$ cat config.mk
export PLATFORM = sky130hd
export DESIGN_NAME = shader_load_scheduler
export DESIGN_NICKNAME = d
export VERILOG_FILES = /design/src/rtl/shader_load_scheduler_pkg.sv /design/src/rtl/shader_load_scheduler_sync_fifo.sv /design/src/rtl/shader_load_scheduler.sv
export SDC_FILE = /design/constraint.sdc
export NUM_CORES = 1
export LEC_CHECK = 0
export ABC_AREA = 0
export BUFFER_PORTS_ARGS = -buffer_cell sky130_fd_sc_hd__buf_4
export CAP_MARGIN = 20
export CORE_AREA = 2 2 110 112
export CTS_BUF_LIST = sky130_fd_sc_hd__clkbuf_8 sky130_fd_sc_hd__clkbuf_16
export DETAILED_ROUTE_END_ITERATION = 8
export DIE_AREA = 0 0 112 114
export GPL_TIMING_DRIVEN = 0
export PLACE_DENSITY = 0.81
export SYNTH_ARGS = -nofsm -noshare
export SYNTH_HDL_FRONTEND = slang
export SYNTH_HIERARCHICAL = 1
export SYNTH_SLANG_ARGS = --single-unit
$ cat constraint.sdc
create_clock -name clk_i -period 2.85 [get_ports clk_i]
set_input_delay 0.4275 -clock clk_i [delete_from_list [all_inputs] [get_ports clk_i]]
set_output_delay 0.4275 -clock clk_i [all_outputs]
set_load 0.02 [all_outputs]
$ cat src/rtl/shader_load_scheduler_pkg.sv
// Shared types and defaults for the shader program load scheduler.
package shader_pkg;

    localparam int NUM_INSTR_DEFAULT = 12;
    localparam int INSTR_W           = 8;

    typedef logic [INSTR_W-1:0] instr_t;

    typedef enum logic [1:0] {
        IDLE  = 2'd0,
        ARMED = 2'd1,
        BURST = 2'd2,
        DONE  = 2'd3
    } sched_state_e;

endpackage

$ cat src/rtl/shader_load_scheduler_sync_fifo.sv
// Synchronous FIFO with occupancy count; a pushed word is visible at the head
// no earlier than the following cycle. clr_i empties it and wins over push/pop.
module sync_fifo #(
    parameter int WIDTH = 8,
    parameter int DEPTH = 16
) (
    input  logic                       clk_i,
    input  logic                       rst_ni,
    input  logic                       clr_i,
    input  logic                       push_i,
    input  logic                       pop_i,
    input  logic [WIDTH-1:0]           din_i,
    output logic [WIDTH-1:0]           dout_o,
    output logic [$clog2(DEPTH+1)-1:0] level_o,
    output logic                       full_o,
    output logic                       empty_o
);

    localparam int AW = (DEPTH > 1) ? $clog2(DEPTH) : 1;
    localparam int LW = $clog2(DEPTH+1);

    logic [WIDTH-1:0] mem_q [DEPTH];
    logic [AW-1:0]    wr_ptr_q, rd_ptr_q;
    logic [LW-1:0]    level_q;
    logic             do_push, do_pop;

    assign full_o  = (level_q == LW'(DEPTH));
    assign empty_o = (level_q == '0);
    assign do_push = push_i && !full_o;
    assign do_pop  = pop_i && !empty_o;
    assign dout_o  = mem_q[rd_ptr_q];
    assign level_o = level_q;

    function automatic logic [AW-1:0] ptr_inc(input logic [AW-1:0] p);
        return (p == AW'(DEPTH-1)) ? '0 : p + AW'(1);
    endfunction

    always_ff @(posedge clk_i) begin
        if (do_push && !clr_i) begin
            mem_q[wr_ptr_q] <= din_i;
        end
    end

    always_ff @(posedge clk_i) begin
        if (!rst_ni || clr_i) begin
            wr_ptr_q <= '0;
            rd_ptr_q <= '0;
            level_q  <= '0;
        end else begin
            if (do_push) wr_ptr_q <= ptr_inc(wr_ptr_q);
            if (do_pop)  rd_ptr_q <= ptr_inc(rd_ptr_q);
            level_q <= level_q + LW'(do_push) - LW'(do_pop);
        end
    end

endmodule

$ cat src/rtl/shader_load_scheduler.sv
// Buffers SPI instruction words and commits whole programs to shader memory in
// atomic bursts during vblank. Optional flush input via SHADER_SCHED_FLUSH_EN.
module shader_load_scheduler
    import shader_pkg::*;
#(
    parameter int NUM_INSTR = NUM_INSTR_DEFAULT,
    parameter int DEPTH     = 16
) (
    input  logic                       clk_i,
    input  logic                       rst_ni,
`ifdef SHADER_SCHED_FLUSH_EN
    input  logic                       flush_i,
`endif
    // A word transfers on a rising edge where instr_valid_i && instr_ready_o;
    // the source must hold instr_i stable while valid is high and ready is low.
    input  instr_t                     instr_i,
    input  logic                       instr_valid_i,
    output logic                       instr_ready_o,
    input  logic                       vblank_i,
    input  logic                       exec_busy_i,
    output instr_t                     mem_instr_o,
    output logic                       mem_shift_o,
    output logic                       mem_load_o,
    output logic                       prog_done_o,
    output logic [$clog2(DEPTH+1)-1:0] level_o,
    output logic                       busy_o
);

    localparam int LW = $clog2(DEPTH+1);
    localparam int CW = (NUM_INSTR > 1) ? $clog2(NUM_INSTR) : 1;

    localparam logic [1:0] S_IDLE  = IDLE;
    localparam logic [1:0] S_ARMED = ARMED;
    localparam logic [1:0] S_BURST = BURST;
    localparam logic [1:0] S_DONE  = DONE;

    logic [1:0]    state_q, state_d;
    logic [CW-1:0] cnt_q, cnt_d;
    logic          fifo_push, fifo_pop, fifo_clr, fifo_full, fifo_empty;
    logic [LW-1:0] fifo_level;
    instr_t        fifo_dout;
    logic          prog_avail;

    assign prog_avail = (fifo_level >= LW'(NUM_INSTR));

`ifdef SHADER_SCHED_FLUSH_EN
    logic flush_pend_q, flush_pend_d;
`endif

    always_comb begin
        state_d  = state_q;
        cnt_d    = cnt_q;
        fifo_pop = 1'b0;
        fifo_clr = 1'b0;
`ifdef SHADER_SCHED_FLUSH_EN
        flush_pend_d = flush_pend_q;
`endif
        case (state_q)
            S_IDLE:  if (prog_avail) state_d = S_ARMED;
            S_ARMED: if (vblank_i && !exec_busy_i) state_d = S_BURST;
            S_BURST: begin
                // Once started the burst ignores vblank/exec_busy until all words are written.
                fifo_pop = 1'b1;
                if (cnt_q == CW'(NUM_INSTR-1)) begin
                    state_d = S_DONE;
                    cnt_d   = '0;
                end else begin
                    cnt_d = cnt_q + CW'(1);
                end
            end
            default: state_d = prog_avail ? S_ARMED : S_IDLE;
        endcase
`ifdef SHADER_SCHED_FLUSH_EN
        // A flush never interrupts a burst; it is held until DONE finishes.
        case (state_q)
            S_IDLE, S_ARMED: if (flush_i) begin
                fifo_clr = 1'b1;
                state_d  = S_IDLE;
            end
            S_BURST: if (flush_i) flush_pend_d = 1'b1;
            default: if (flush_i || flush_pend_q) begin
                fifo_clr     = 1'b1;
                state_d      = S_IDLE;
                flush_pend_d = 1'b0;
            end
        endcase
`endif
    end

    assign fifo_push = instr_valid_i && !fifo_full && !fifo_clr;

    always_ff @(posedge clk_i) begin
        if (!rst_ni) begin
            state_q <= S_IDLE;
            cnt_q   <= '0;
`ifdef SHADER_SCHED_FLUSH_EN
            flush_pend_q <= 1'b0;
`endif
        end else begin
            state_q <= state_d;
            cnt_q   <= cnt_d;
`ifdef SHADER_SCHED_FLUSH_EN
            flush_pend_q <= flush_pend_d;
`endif
        end
    end

    sync_fifo #(
        .WIDTH (INSTR_W),
        .DEPTH (DEPTH)
    ) u_fifo (
        .clk_i   (clk_i),
        .rst_ni  (rst_ni),
        .clr_i   (fifo_clr),
        .push_i  (fifo_push),
        .pop_i   (fifo_pop),
        .din_i   (instr_i),
        .dout_o  (fifo_dout),
        .level_o (fifo_level),
        .full_o  (fifo_full),
        .empty_o (fifo_empty)
    );

    assign instr_ready_o = !fifo_full;
    assign level_o       = fifo_level;
    assign busy_o        = (state_q == S_BURST);
    assign mem_shift_o   = (state_q == S_BURST);
    assign mem_load_o    = (state_q == S_BURST);
    assign mem_instr_o   = (state_q == S_BURST) ? fifo_dout : '0;
    assign prog_done_o   = (state_q == S_DONE);

endmodule

Word level (Yosys, flattened, before mapping)
Memory sizes are Yosys's and may differ from the RTL's. A register that Yosys moved wholly into a read port is not among the register bits. Cells that the tools add are included.

Flip-flop bits (word level): 19. RAM bits: 128. Bits of input ports: 13. Output and inout port bits: 18. Logic and storage cells: 46. Memories kept: 1.

Memory list: u_fifo.mem_q (words 16, bits a word 8, rd ports 1, clocked after Yosys merged registers in 1, wr ports 1, line shader_load_scheduler_sync_fifo.sv:22) `logic [WIDTH-1:0] mem_q [DEPTH];`.

Add/sub/neg operators: 5. $lt $le $gt $ge: 1. Equal/unequal tests: 10. Mux-type cells: 14. Reductions and logical operators: 10.

Operator list (count): 4-bit 2-to-1 mux (5); 4-bit by 1-bit adder with 4-bit output, second input constant (3); 4-bit == test, second input constant (3); 8-bit 2-to-1 mux (1); 2-bit 2-to-1 mux (3); 2-bit case mux with 3 select lines (1); 5-bit by 1-bit adder with 5-bit output (1); 5-bit == test, second input constant (1); 5-bit by 4-bit greater-or-equal comparator with 1-bit output, second input constant (1); 5-bit logical NOT (1); 5-bit by 1-bit subtractor with 5-bit output (1); 2-bit == test, second input constant (2); 1-bit logical AND (4); 1-bit 2-to-1 mux (4); 2-bit inequality test, second input constant (2); 1-bit logical NOT (3); 3-bit AND reduction (1); 2-bit by 1-bit == test with 1-bit output, second input constant (1); 2-bit logical NOT (1); 2-bit by 1-bit inequality test with 1-bit output, second input constant (1).

Depth between registers and ports, before layout
Depth in word-level cells: 6. Depth in mapped cells: 14. Depth with buffers taken out: 14.

Cells and area by module
Netlist, hierarchy kept.

By module, submodules not included: sync_fifo (times used 1, cells an instance 309, area an instance 5835.6 um^2, seq. area each 4184.0 um^2); shader_load_scheduler (times used 1, cells an instance 53, area an instance 450.4 um^2, seq. area each 120.1 um^2).

Worst setup path before layout
Ideal clock, no wire load.

Path type: register to register. Start point: register u_fifo.level_q[2] (netlist: u_fifo/level_o[2]). End point: register u_fifo.level_q[4] (netlist: u_fifo/level_o[4]). Library setup time: 0.070 ns. Arrival: 2.925 ns. Required time: 2.780 ns. Slack: -0.145 ns. Cell stages (with the launch flop): 15. Path buffers: 0. Clock period less this slack: 2.995 ns. Path through: dfxtp_1 inv_1 ha_1 nand4bb_1 inv_1 nor2b_1 nand2_2 ha_1 inv_1 ha_1 fa_1 a21oi_1 nor2_1 or3_1 a21oi_1.

Cells in the longest elaborated chain, start to end: 6. Elaborated cells on any way between the ends: 9. Classes of those cells: add/sub (2); eq/ne (1); reduce/logical (6).

Ends and longest elaborated chain: start, declared (line shader_load_scheduler_sync_fifo.sv:24) `logic [LW-1:0] level_q;`; start signal, assigned (line shader_load_scheduler_sync_fifo.sv:52) `level_q <= level_q + LW'(do_push) - LW'(do_pop);`; 5-bit == test (line shader_load_scheduler_sync_fifo.sv:27) `assign full_o = (level_q == LW'(DEPTH));`; named net fifo_full (line shader_load_scheduler.sv:39) `logic fifo_push, fifo_pop, fifo_clr, fifo_full, fifo_empty;`; 1-bit logical NOT (line shader_load_scheduler.sv:90) `assign fifo_push = instr_valid_i && !fifo_full && !fifo_clr;`; 1-bit logical AND (line shader_load_scheduler.sv:90); named net fifo_push (line shader_load_scheduler.sv:39); 1-bit logical AND (line shader_load_scheduler_sync_fifo.sv:29) `assign do_push = push_i && !full_o;`; 5-bit by 1-bit adder with 5-bit output (line shader_load_scheduler_sync_fifo.sv:52); 5-bit by 1-bit subtractor with 5-bit output (line shader_load_scheduler_sync_fifo.sv:52).

The timed path passes the listed nets, and every way through them passes these cells. A chain may end at the register's enable or synchronous reset.

Worst setup path in the final report
Start point: register u_fifo.level_q[2] (netlist: u_fifo/level_o[2]). End point: register u_fifo.level_q[4] (netlist: u_fifo/level_o[4]).

Cells in the longest elaborated chain, start to end: 6. Elaborated cells on any way between the ends: 9. Classes of those cells: add/sub (2); eq/ne (1); reduce/logical (6).

Ends and longest elaborated chain (line): 5-bit == test (shader_load_scheduler_sync_fifo.sv:27); 1-bit logical NOT (shader_load_scheduler_sync_fifo.sv:29, shader_load_scheduler.sv:90); 1-bit logical AND (shader_load_scheduler.sv:90); 1-bit logical AND (shader_load_scheduler_sync_fifo.sv:29); 5-bit by 1-bit adder with 5-bit output (shader_load_scheduler_sync_fifo.sv:52); 5-bit by 1-bit subtractor with 5-bit output * (shader_load_scheduler_sync_fifo.sv:52).

Mark *: on every way between the ends. The rest lies on a longest branch, timed or not.

==> run metrics <==
outcome=complete, no violations; GRT Overall Usage=a little over a fifth; CTS Buffer Depth=2; pwr/cell area=~670 mW/mm^2; total setup violations reported at the end of the flow=0; Hold WC Path Type=primary input to flop; ratio of cells with drive above 1 in the final layout=a little over a quarter; Site Rows=40; drt first pass iters=4; antenna violations before repair=0; total gr overflow=0; clock tree root driver cell=clkbuf_16; vias per cell=between 5 and 6; die span in y=between 100 and 150 um; power share of the clock group=a little under half; Initial Util=approximately 54%; Sw Ratio=21.38%; combinational power share=under 10%; area grow syn2layout=18.14%; Mean Syn Cell Area=approximately 17 um^2; Hold Buf Count CTS=0; via count=about 3400; leakage power=approximately 2.6 nW; Final Instance Area=between 0.007 and 0.008 mm^2; setup ws final=around 18 ps; RSZ-0062 raised after global routing=true; Least-Margin Pin Slew=a little under 700 ps; H-Tree Level Count=4; die width=about 110 um; arrival time worst endpoint=approximately 3200 ps; final net count=~450; worst skew pair latency=410 ps; CTS tree=built; internal reg-to-reg setup slack=roughly 18 ps; number of clock sinks=between 150 and 200; fin util=a little under two thirds; Placer Congestion=between 0.7 and 0.8; # IOs=31; Overall Power=4.990 mW; initial DRC count=217; part of the power in registers=between 40% and 50%; IO buf count=30; Critical Path Fanout Max=4; skew final=approximately 5.5 ps; Final Cycle Share=approximately 99%; TritonCTS Buffers=17; routed wire length=about 12000 um; Max rail drop VDD=between 0.0004 and 0.0005 V; n_diodes=0; die footprint=between 0.01 and 0.015 mm^2; Post-Synthesis Cells=between 300 and 400; Worst slew margin=approximately 54%; Routed Antenna Nets=0; crit end category=flop; fmax=roughly 0.35 GHz; Internal=3.923 mW; DP HPWL=~7600 um; WL/cell=21.42 um; Final Slew Violations=0; MaxCap Viol Count=0; Final min period=between 2000 and 3000 ps; CP Class=flop to flop; Ys Warns=6; pre-CTS setup slack=-228.1 ps; Mapped Area=0.006282 mm^2; Net Sw Power=about 1.1 mW; CP Launch Type=flop; Data required, critical path=~3200 ps; Hold Fails Final Rpt=0; vias in the first global route=3644; pin count of the biggest net entering global routing=17; Residual DRC=0; most common cell after layout, fill and taps aside=edfxtp_1; global-route wire length before repair=a little under 20000 um; Reg clk slew, reported paths=60 ps; DP Area=~0.0067 mm^2; core area=0.01171 mm^2; most frequent cells in the layout=edfxtp_1, buf_4, and2_1, dfxtp_1, mux4_2
metrics by stage:
step	setup TNS, ps	hold slack (ps)	instances
floorplan	0	462.9	365
global placement	-117.8	483.9	542
detailed placement	-228.1	496.9	542
CTS	-74.32	296.3	575
global route	-59.33	320.0	578
finish	0	302.9	578
power groups by stage:
| stage | Combinational (mW) | Sequential (mW) | Clock [mW] |
|---|---|---|---|
| after floorplan | 0.134 | 2.48 | 0 |
| after global placement | 0.216 | 2.48 | 0 |
| after detailed placement | 0.228 | 2.48 | 0 |
| after CTS | 0.232 | 2.43 | 2.35 |
| after global routing | 0.272 | 2.43 | 2.44 |
| final | 0.243 | 2.43 | 2.31 |
flip-flops by register name, summed over array words and instances, names as in the netlist, named ones only:
signal	flops
cnt_q	4
state_q	2
u_fifo/level_o	5
u_fifo/mem_q	128
u_fifo/rd_ptr_q	4
u_fifo/wr_ptr_q	4
final timing paths:
path,end,depth (start not counted),from
setup / recovery,u_fifo/level_o[4],13,u_fifo/level_o[2]
hold / removal,cnt_q[1],2,rst_ni
setup reg to reg,u_fifo/level_o[4],13,u_fifo/level_o[2]
hold reg to reg,state_q[1],2,state_q[1]
per-layer routing:
metal | vias to the layer above | track usage (%) | wire (um)
met5 | - | 0 | 0
met4 | 0 | 7.805 | 295
met2 | 128 | 36.36 | 6316
met1 | 1680 | 25.70 | 5012
met3 | 24 | 4.623 | 757
li1 | 1530 | - | -
critical path, cell delays in order (launching register included):
cell,delay [ps]
dfxtp_4,360
inv_2,70
ha_2,180
or4b_4,490
nand2_4,90
inv_1,50
ha_1,260
inv_1,60
ha_4,160
fa_2,370
a21oi_2,140
nor2_1,70
or3_1,360
a21oi_2,120
what timing repair did:
item / 4_1_cts / 5_1_grt
endpoints found under the setup margin: 9 / 11
gates cloned: 0 / 0
setup buffers: 1 / 3
endpoints found under the hold margin: 0 / 0
pin swaps: 0 / 3
gates resized for setup: 4 / 18
final cells by class:
cell class,count,area [um^2]
timing repair buffer,34,255.2
tap,147,183.9
buffer,14,126.4
sequential,151,4309
clock inverter,15,193.9
multi-input combinational,186,1876
inverter,14,52.55
clock buffer,17,425.4
fill,823,4289
Note: power is estimated with default switching activity, not from simulation.
